==> config.mk <==
export PLATFORM = sky130hd
export DESIGN_NAME = rf_write_arbiter
export DESIGN_NICKNAME = d
export VERILOG_FILES = /design/src/rtl/mico_wb_pkg.sv /design/src/rtl/wb_result_fifo.sv /design/src/rtl/rf_write_arbiter.sv
export SDC_FILE = /design/constraint.sdc
export NUM_CORES = 1
export LEC_CHECK = 0
export BUFFER_PORTS_ARGS = -buffer_cell sky130_fd_sc_hd__buf_2
export CORE_UTILIZATION = 54
export CTS_CLUSTER_SIZE = 12
export DETAILED_ROUTE_END_ITERATION = 8
export HOLD_SLACK_MARGIN = 0.1
export PLACE_DENSITY = 0.89
export SLEW_MARGIN = 20
export SYNTH_ARGS = -nofsm -noshare
export SYNTH_HDL_FRONTEND = slang
export SYNTH_SLANG_ARGS = --single-unit
export TNS_END_PERCENT = 50
==> constraint.sdc <==
create_clock -name clk -period 2.5 [get_ports clk]
set_input_delay 0.125 -clock clk [delete_from_list [all_inputs] [get_ports clk]]
set_output_delay 0.125 -clock clk [all_outputs]
set_load 0.03 [all_outputs]
==> src/rtl/mico_wb_pkg.sv <==
// Shared types for the register-file writeback path: a buffered multi-cycle result
// and the helper that turns a destination register into a scoreboard mask.
package mico_wb_pkg;

  localparam int XLEN       = 32;
  localparam int REG_ADDR_W = 5;
  localparam int NUM_REGS   = 32;

  typedef struct packed {
    logic [REG_ADDR_W-1:0] rd;
    logic [XLEN-1:0]       data;
  } wb_entry_t;

  function automatic logic [NUM_REGS-1:0] rd_onehot(input logic [REG_ADDR_W-1:0] rd);
    logic [NUM_REGS-1:0] mask;
    mask     = '0;
    mask[rd] = 1'b1;
    return mask;
  endfunction

endpackage

==> src/rtl/wb_result_fifo.sv <==
// Two-entry FIFO holding multi-cycle results until the RF write port is free.
// A push while full or a pop while empty is ignored, so the parent can never corrupt it.
module wb_result_fifo
  import mico_wb_pkg::*;
(
  input  logic      clk,
  input  logic      rst_n,
  input  logic      push,
  input  wb_entry_t push_entry,
  input  logic      pop,
  output wb_entry_t head,
  output logic      full,
  output logic      empty
);

  wb_entry_t  mem [2];
  logic       wr_ptr;
  logic       rd_ptr;
  logic [1:0] count;
  logic       do_push;
  logic       do_pop;

  assign full    = (count == 2'd2);
  assign empty   = (count == 2'd0);
  assign do_push = push && !full;
  assign do_pop  = pop && !empty;
  assign head    = mem[rd_ptr];

  always_ff @(posedge clk or negedge rst_n) begin
    if (!rst_n) begin
      wr_ptr <= 1'b0;
      rd_ptr <= 1'b0;
      count  <= 2'd0;
      mem[0] <= '0;
      mem[1] <= '0;
    end else begin
      if (do_push) begin
        mem[wr_ptr] <= push_entry;
        wr_ptr      <= ~wr_ptr;
      end
      if (do_pop) begin
        rd_ptr <= ~rd_ptr;
      end
      case ({do_push, do_pop})
        2'b10:   count <= count + 2'd1;
        2'b01:   count <= count - 2'd1;
        default: count <= count;
      endcase
    end
  end

endmodule

==> src/rtl/rf_write_arbiter.sv <==
// Shares the RF write port between pipe writeback (always wins) and buffered multi-cycle
// results; tracks multi-cycle destinations and requests a stall when a result starves.
module rf_write_arbiter #(
  parameter int XLEN         = mico_wb_pkg::XLEN,
  parameter int STARVE_LIMIT = 4
) (
  input  logic            clk,
  input  logic            rst_n,
  input  logic            wb_rf_wb,
  input  logic [4:0]      wb_rd,
  input  logic [XLEN-1:0] wb_data,
  input  logic            mc_valid,
  output logic            mc_ready,
  input  logic [4:0]      mc_rd,
  input  logic [XLEN-1:0] mc_data,
  input  logic            issue_valid,
  input  logic [4:0]      issue_rd,
  output logic [31:0]     pending,
  output logic            stall_req,
  output logic            rf_we,
  output logic [4:0]      rf_waddr,
  output logic [XLEN-1:0] rf_wdata
);
  import mico_wb_pkg::*;

  localparam int SC_W = $clog2(STARVE_LIMIT + 1);

  logic            pipe_win;
  logic            push;
  logic            pop;
  logic            fifo_full;
  logic            fifo_empty;
  wb_entry_t       push_entry;
  wb_entry_t       fifo_head;
  logic [SC_W-1:0] starve_cnt;
  logic [31:0]     pending_d;

  assign pipe_win        = wb_rf_wb && (wb_rd != 5'd0);
  assign mc_ready        = !fifo_full;
  assign push            = mc_valid && mc_ready;
  assign pop             = !pipe_win && !fifo_empty;
  assign push_entry.rd   = mc_rd;
  assign push_entry.data = mc_data;

  wb_result_fifo u_fifo (
    .clk        (clk),
    .rst_n      (rst_n),
    .push       (push),
    .push_entry (push_entry),
    .pop        (pop),
    .head       (fifo_head),
    .full       (fifo_full),
    .empty      (fifo_empty)
  );

  always_ff @(posedge clk or negedge rst_n) begin
    if (!rst_n) begin
      rf_we    <= 1'b0;
      rf_waddr <= 5'd0;
      rf_wdata <= '0;
    end else if (pipe_win) begin
      rf_we    <= 1'b1;
      rf_waddr <= wb_rd;
      rf_wdata <= wb_data;
    end else if (pop) begin
      rf_we    <= (fifo_head.rd != 5'd0);
      rf_waddr <= fifo_head.rd;
      rf_wdata <= fifo_head.data;
    end else begin
      rf_we    <= 1'b0;
    end
  end

  // stall_req rises on the edge the counter reaches STARVE_LIMIT and drops on the pop edge
  always_ff @(posedge clk or negedge rst_n) begin
    if (!rst_n) begin
      starve_cnt <= '0;
      stall_req  <= 1'b0;
    end else if (pop || fifo_empty) begin
      starve_cnt <= '0;
      stall_req  <= 1'b0;
    end else begin
      if (starve_cnt != SC_W'(STARVE_LIMIT)) begin
        starve_cnt <= starve_cnt + 1'b1;
      end
      if (starve_cnt == SC_W'(STARVE_LIMIT - 1)) begin
        stall_req <= 1'b1;
      end
    end
  end

  // Clear before set so a same-cycle reissue of a retiring rd keeps its pending bit.
  always_comb begin
    pending_d = pending;
    if (pop) begin
      pending_d = pending_d & ~rd_onehot(fifo_head.rd);
    end
    if (issue_valid) begin
      pending_d = pending_d | rd_onehot(issue_rd);
    end
    pending_d[0] = 1'b0;
  end

  always_ff @(posedge clk or negedge rst_n) begin
    if (!rst_n) begin
      pending <= '0;
    end else begin
      pending <= pending_d;
    end
  end

  // Interlocks owned by the issue stage; reissue is legal only as the old owner retires.
  a_no_issue_to_pending : assert property (@(posedge clk) disable iff (!rst_n)
    (issue_valid && issue_rd != 5'd0) |->
      (!pending[issue_rd] || (pop && fifo_head.rd == issue_rd)));

  a_no_pipe_to_pending : assert property (@(posedge clk) disable iff (!rst_n)
    pipe_win |-> !pending[wb_rd]);

endmodule

==> metrics.md <==
| Metric | Value |
|---|---|
| CTS tree | built |
| Worst min path class | input pin to flop |
| Worst-path maximum fanout | 38 |
| Starting Density | 55.6% |
| CTS Buf Count | 17 |
| Number of synthesized register bits | 151 |
| Commonest non-fill, non-tap cell in the layout | buf_2 |
| CP required | 2.84 ns |
| Syn avg cell area | 11.1 um^2 |
| Final setup fails | 0 |
| Synth-to-Final Area Change | 35.4% |
| H-tree Lvls | 4 |
| Pins Over Slew Limit | 0 |
| Slew margin rel. | 32.8% |
| Die ar. | 12800 um^2 |
| Endpoint type of the worst setup path | flop |
| Synth Net Count | 690 |
| Core area | 12000 um^2 |
| Die Y | 113 um |
| DRT iter0 DRCs | 460 |
| Leading area contributor after synthesis | dfrtp_1 |
| Final worst-path cycle share | 87.9% |
| Crit path DAT | 2.54 ns |
| Grt total ovfl | 0 |
| CTS root buf | clkbuf_16 |
| Drt drc | 0 |
| Synth warnings | 0 |
| Die Wd | 113 um |
| # rows | 40 |
| Setup TNS | 0 ns |
| Via density per instance | 5.74 |
| Reg clk slew, reported paths | 0.05 ns |
| Fill count | 760 |
| Worst-skew pair later-pin latency | 0.43 ns |
| Cell Area, Synth | 6670 um^2 |
| Initial antenna violation count | 0 |
| Max Cap Viol | 0 |
| Port-buffer cells | 154 |
| Critical path launch point type | input pin |
| Vias in the first global route | 6087 |
| Cells after Synth | 602 |
| Fin Hold WS | 0.136 ns |
| Worst Max-Slew Pin Slew | 1.01 ns |
| RePlAce Congestion | 0.886 |
| Leak pwr | 4.28 nW |
| Antenna diodes | 0 |
| Hold Vio Cnt, Final | 0 |
| Gr usage total | 31.7% |
| Synth top area share | 56.6% |
| Routed WL | 18900 um |
| Via count | 5711 |
| Most frequent cells in the layout | 153 x buf_2, 150 x dfrtp_1, 107 x nand2_1, 86 x dlygate4sd3_1, 75 x mux2_2 |
| Pin count of the biggest net entering global routing | 88 |
| Final critical-path required period | 2.20 ns |
| Sequential area share after synthesis | 56.6% |
| Clock sinks | 151 |
| Synth cell types | 34 |
| Status | complete, no violations |
| Skew final | 0.00971 ns |
| FMAX | 0.455 GHz |
| Nets | 925 |
| Share of cells above drive strength 1 | 32.0% |
| WL/cell | 19.0 um |
| Peak supply drop | 0.802 mV |
| Crit path kind | input pin to flop |
| RSZ-0062 raised after global routing | no |
| First-pass GRT wire length | 30800 um |
| DRT antenna net count | 0 |
| CTS max path bufs | 2 |
| Setup Buffers After CTS | 0 |
| Largest cells by area after synthesis | dfrtp_1 57%, mux2_2 13%, nand2_1 6.0% |
| TritonRoute pass-1 iters | 5 |
| I/O pin cnt | 156 |
| Pwr dens | 1360 nW/um^2 |
| Detailed Place HPWL | 11100 um |
## power breakdown
| group | switching (mW) | internal (mW) | leakage [nW] |
|---|---|---|---|
| clock | 0.933 | 1.46 | 0.270 |
| sequential | 0.844 | 3.63 | 1.81 |
| combinational | 3.30 | 2.11 | 2.20 |
## synth_stat cells
| cell type | n |
|---|---|
| dfrtp_1 | 151 |
| nand2_1 | 107 |
| mux2_2 | 75 |
| nor2_1 | 45 |
| o21ai_0 | 41 |
| mux2i_1 | 37 |
| a21oi_1 | 35 |
| clkbuf_1 | 22 |
| o31ai_1 | 22 |
| buf_2 | 7 |
| o41ai_1 | 7 |
| nand3_1 | 5 |
| nand3b_1 | 5 |
| buf_1 | 4 |
| ha_1 | 4 |
| nor3b_1 | 4 |
| xnor2_1 | 4 |
| and3b_1 | 3 |
| inv_1 | 3 |
| a22o_1 | 2 |
| and3_1 | 2 |
| nor3_1 | 2 |
| or3_1 | 2 |
| or4b_1 | 2 |
| xor2_1 | 2 |
| a31oi_1 | 1 |
| buf_4 | 1 |
| buf_6 | 1 |
| conb_1 | 1 |
| nand2b_1 | 1 |
| nand4b_1 | 1 |
| o21a_1 | 1 |
| or2_2 | 1 |
| or4_1 | 1 |
## critical path, cell delays in order
cell	delay [ns]
dlygate4sd3_1	0.55
buf_2	0.13
or4_1	0.54
o21a_4	0.35
nor2_1	0.24
ha_1	0.30
nor2_1	0.14
xor2_1	0.17
## sequential cells by signal, summed over array words and instances (netlist names)
| name | count |
|---|---|
| pending | 31 |
| rf_waddr | 5 |
| rf_wdata | 32 |
| rf_we | 1 |
| stall_req | 1 |
| starve_cnt | 3 |
| u_fifo.count | 2 |
| u_fifo.mem | 74 |
| u_fifo.rd_ptr | 1 |
| u_fifo.wr_ptr | 1 |
## cell families after synthesis
logic type	Yosys count	synth area share, %
muxes	112	18.2
DFF	151	56.6
other	1	0.0562
buffers and inverters	38	2.44
adders and majority gates	4	0.750
xor gates and xnor gates	6	0.787
and+or+nand+nor	181	11.6
AOI/OAI and AO/OA	109	9.56
## routing by layer
layer | global-route usage [%] | vias up | routed length, um
li1 | - | 2570 | -
met1 | 36.3 | 2789 | 7160
met2 | 55.7 | 289 | 9870
met3 | 6.48 | 63 | 1090
met4 | 17.7 | 0 | 750
met5 | 0 | - | 0
## metrics by stage
| step | utilization [%] | instances | total power, mW | setup WS [ns] | instance area, um^2 |
|---|---|---|---|---|---|
| after floorplan | - | 602 | 7.97 | 0.418 | 6670 |
| after global placement | 63.5 | 879 | 9.28 | 0.495 | 7630 |
| after detailed placement | 63.5 | 879 | 9.55 | 0.422 | 7630 |
| after CTS | 75.2 | 995 | 12.1 | 0.364 | 9040 |
| after global routing | 75.2 | 995 | 12.9 | 0.202 | 9040 |
| final | 75.2 | 995 | 12.3 | 0.302 | 9040 |
## final cells by class
| class | count | area (um^2) | area share, % |
|---|---|---|---|
| clock inverter | 4 | 45.0 | 0.498 |
| timing repair buffer | 251 | 1760 | 19.5 |
| inverter | 3 | 11.3 | 0.125 |
| multi-input combinational | 413 | 2760 | 30.5 |
| clock buffer | 26 | 499 | 5.52 |
| tap | 147 | 184 | 2.04 |
| sequential | 151 | 3780 | 41.8 |
## worst paths after layout
check / from / to / slack, ns / depth (start not counted)
worst max register to register: u_fifo.rd_ptr / pending[26] / 0.36 / 4
worst min-delay path: issue_rd[1] / pending[4] / 0.14 / 4
min in group asynchronous: rst_n / pending[21] / 0.33 / 2
worst max-delay path: wb_rd[4] / u_fifo.count[1] / 0.30 / 8
worst min register to register: u_fifo.mem[68] / u_fifo.mem[68] / 0.51 / 1
max in group asynchronous: rst_n / pending[4] / 1.33 / 3
## repair_timing
item | 4_1_cts | 5_1_grt
hold buffers | 86 | 0
hold endpoints to repair | 202 | 0
gates resized for setup | 0 | 0
Power figures use the tool's default switching activity.
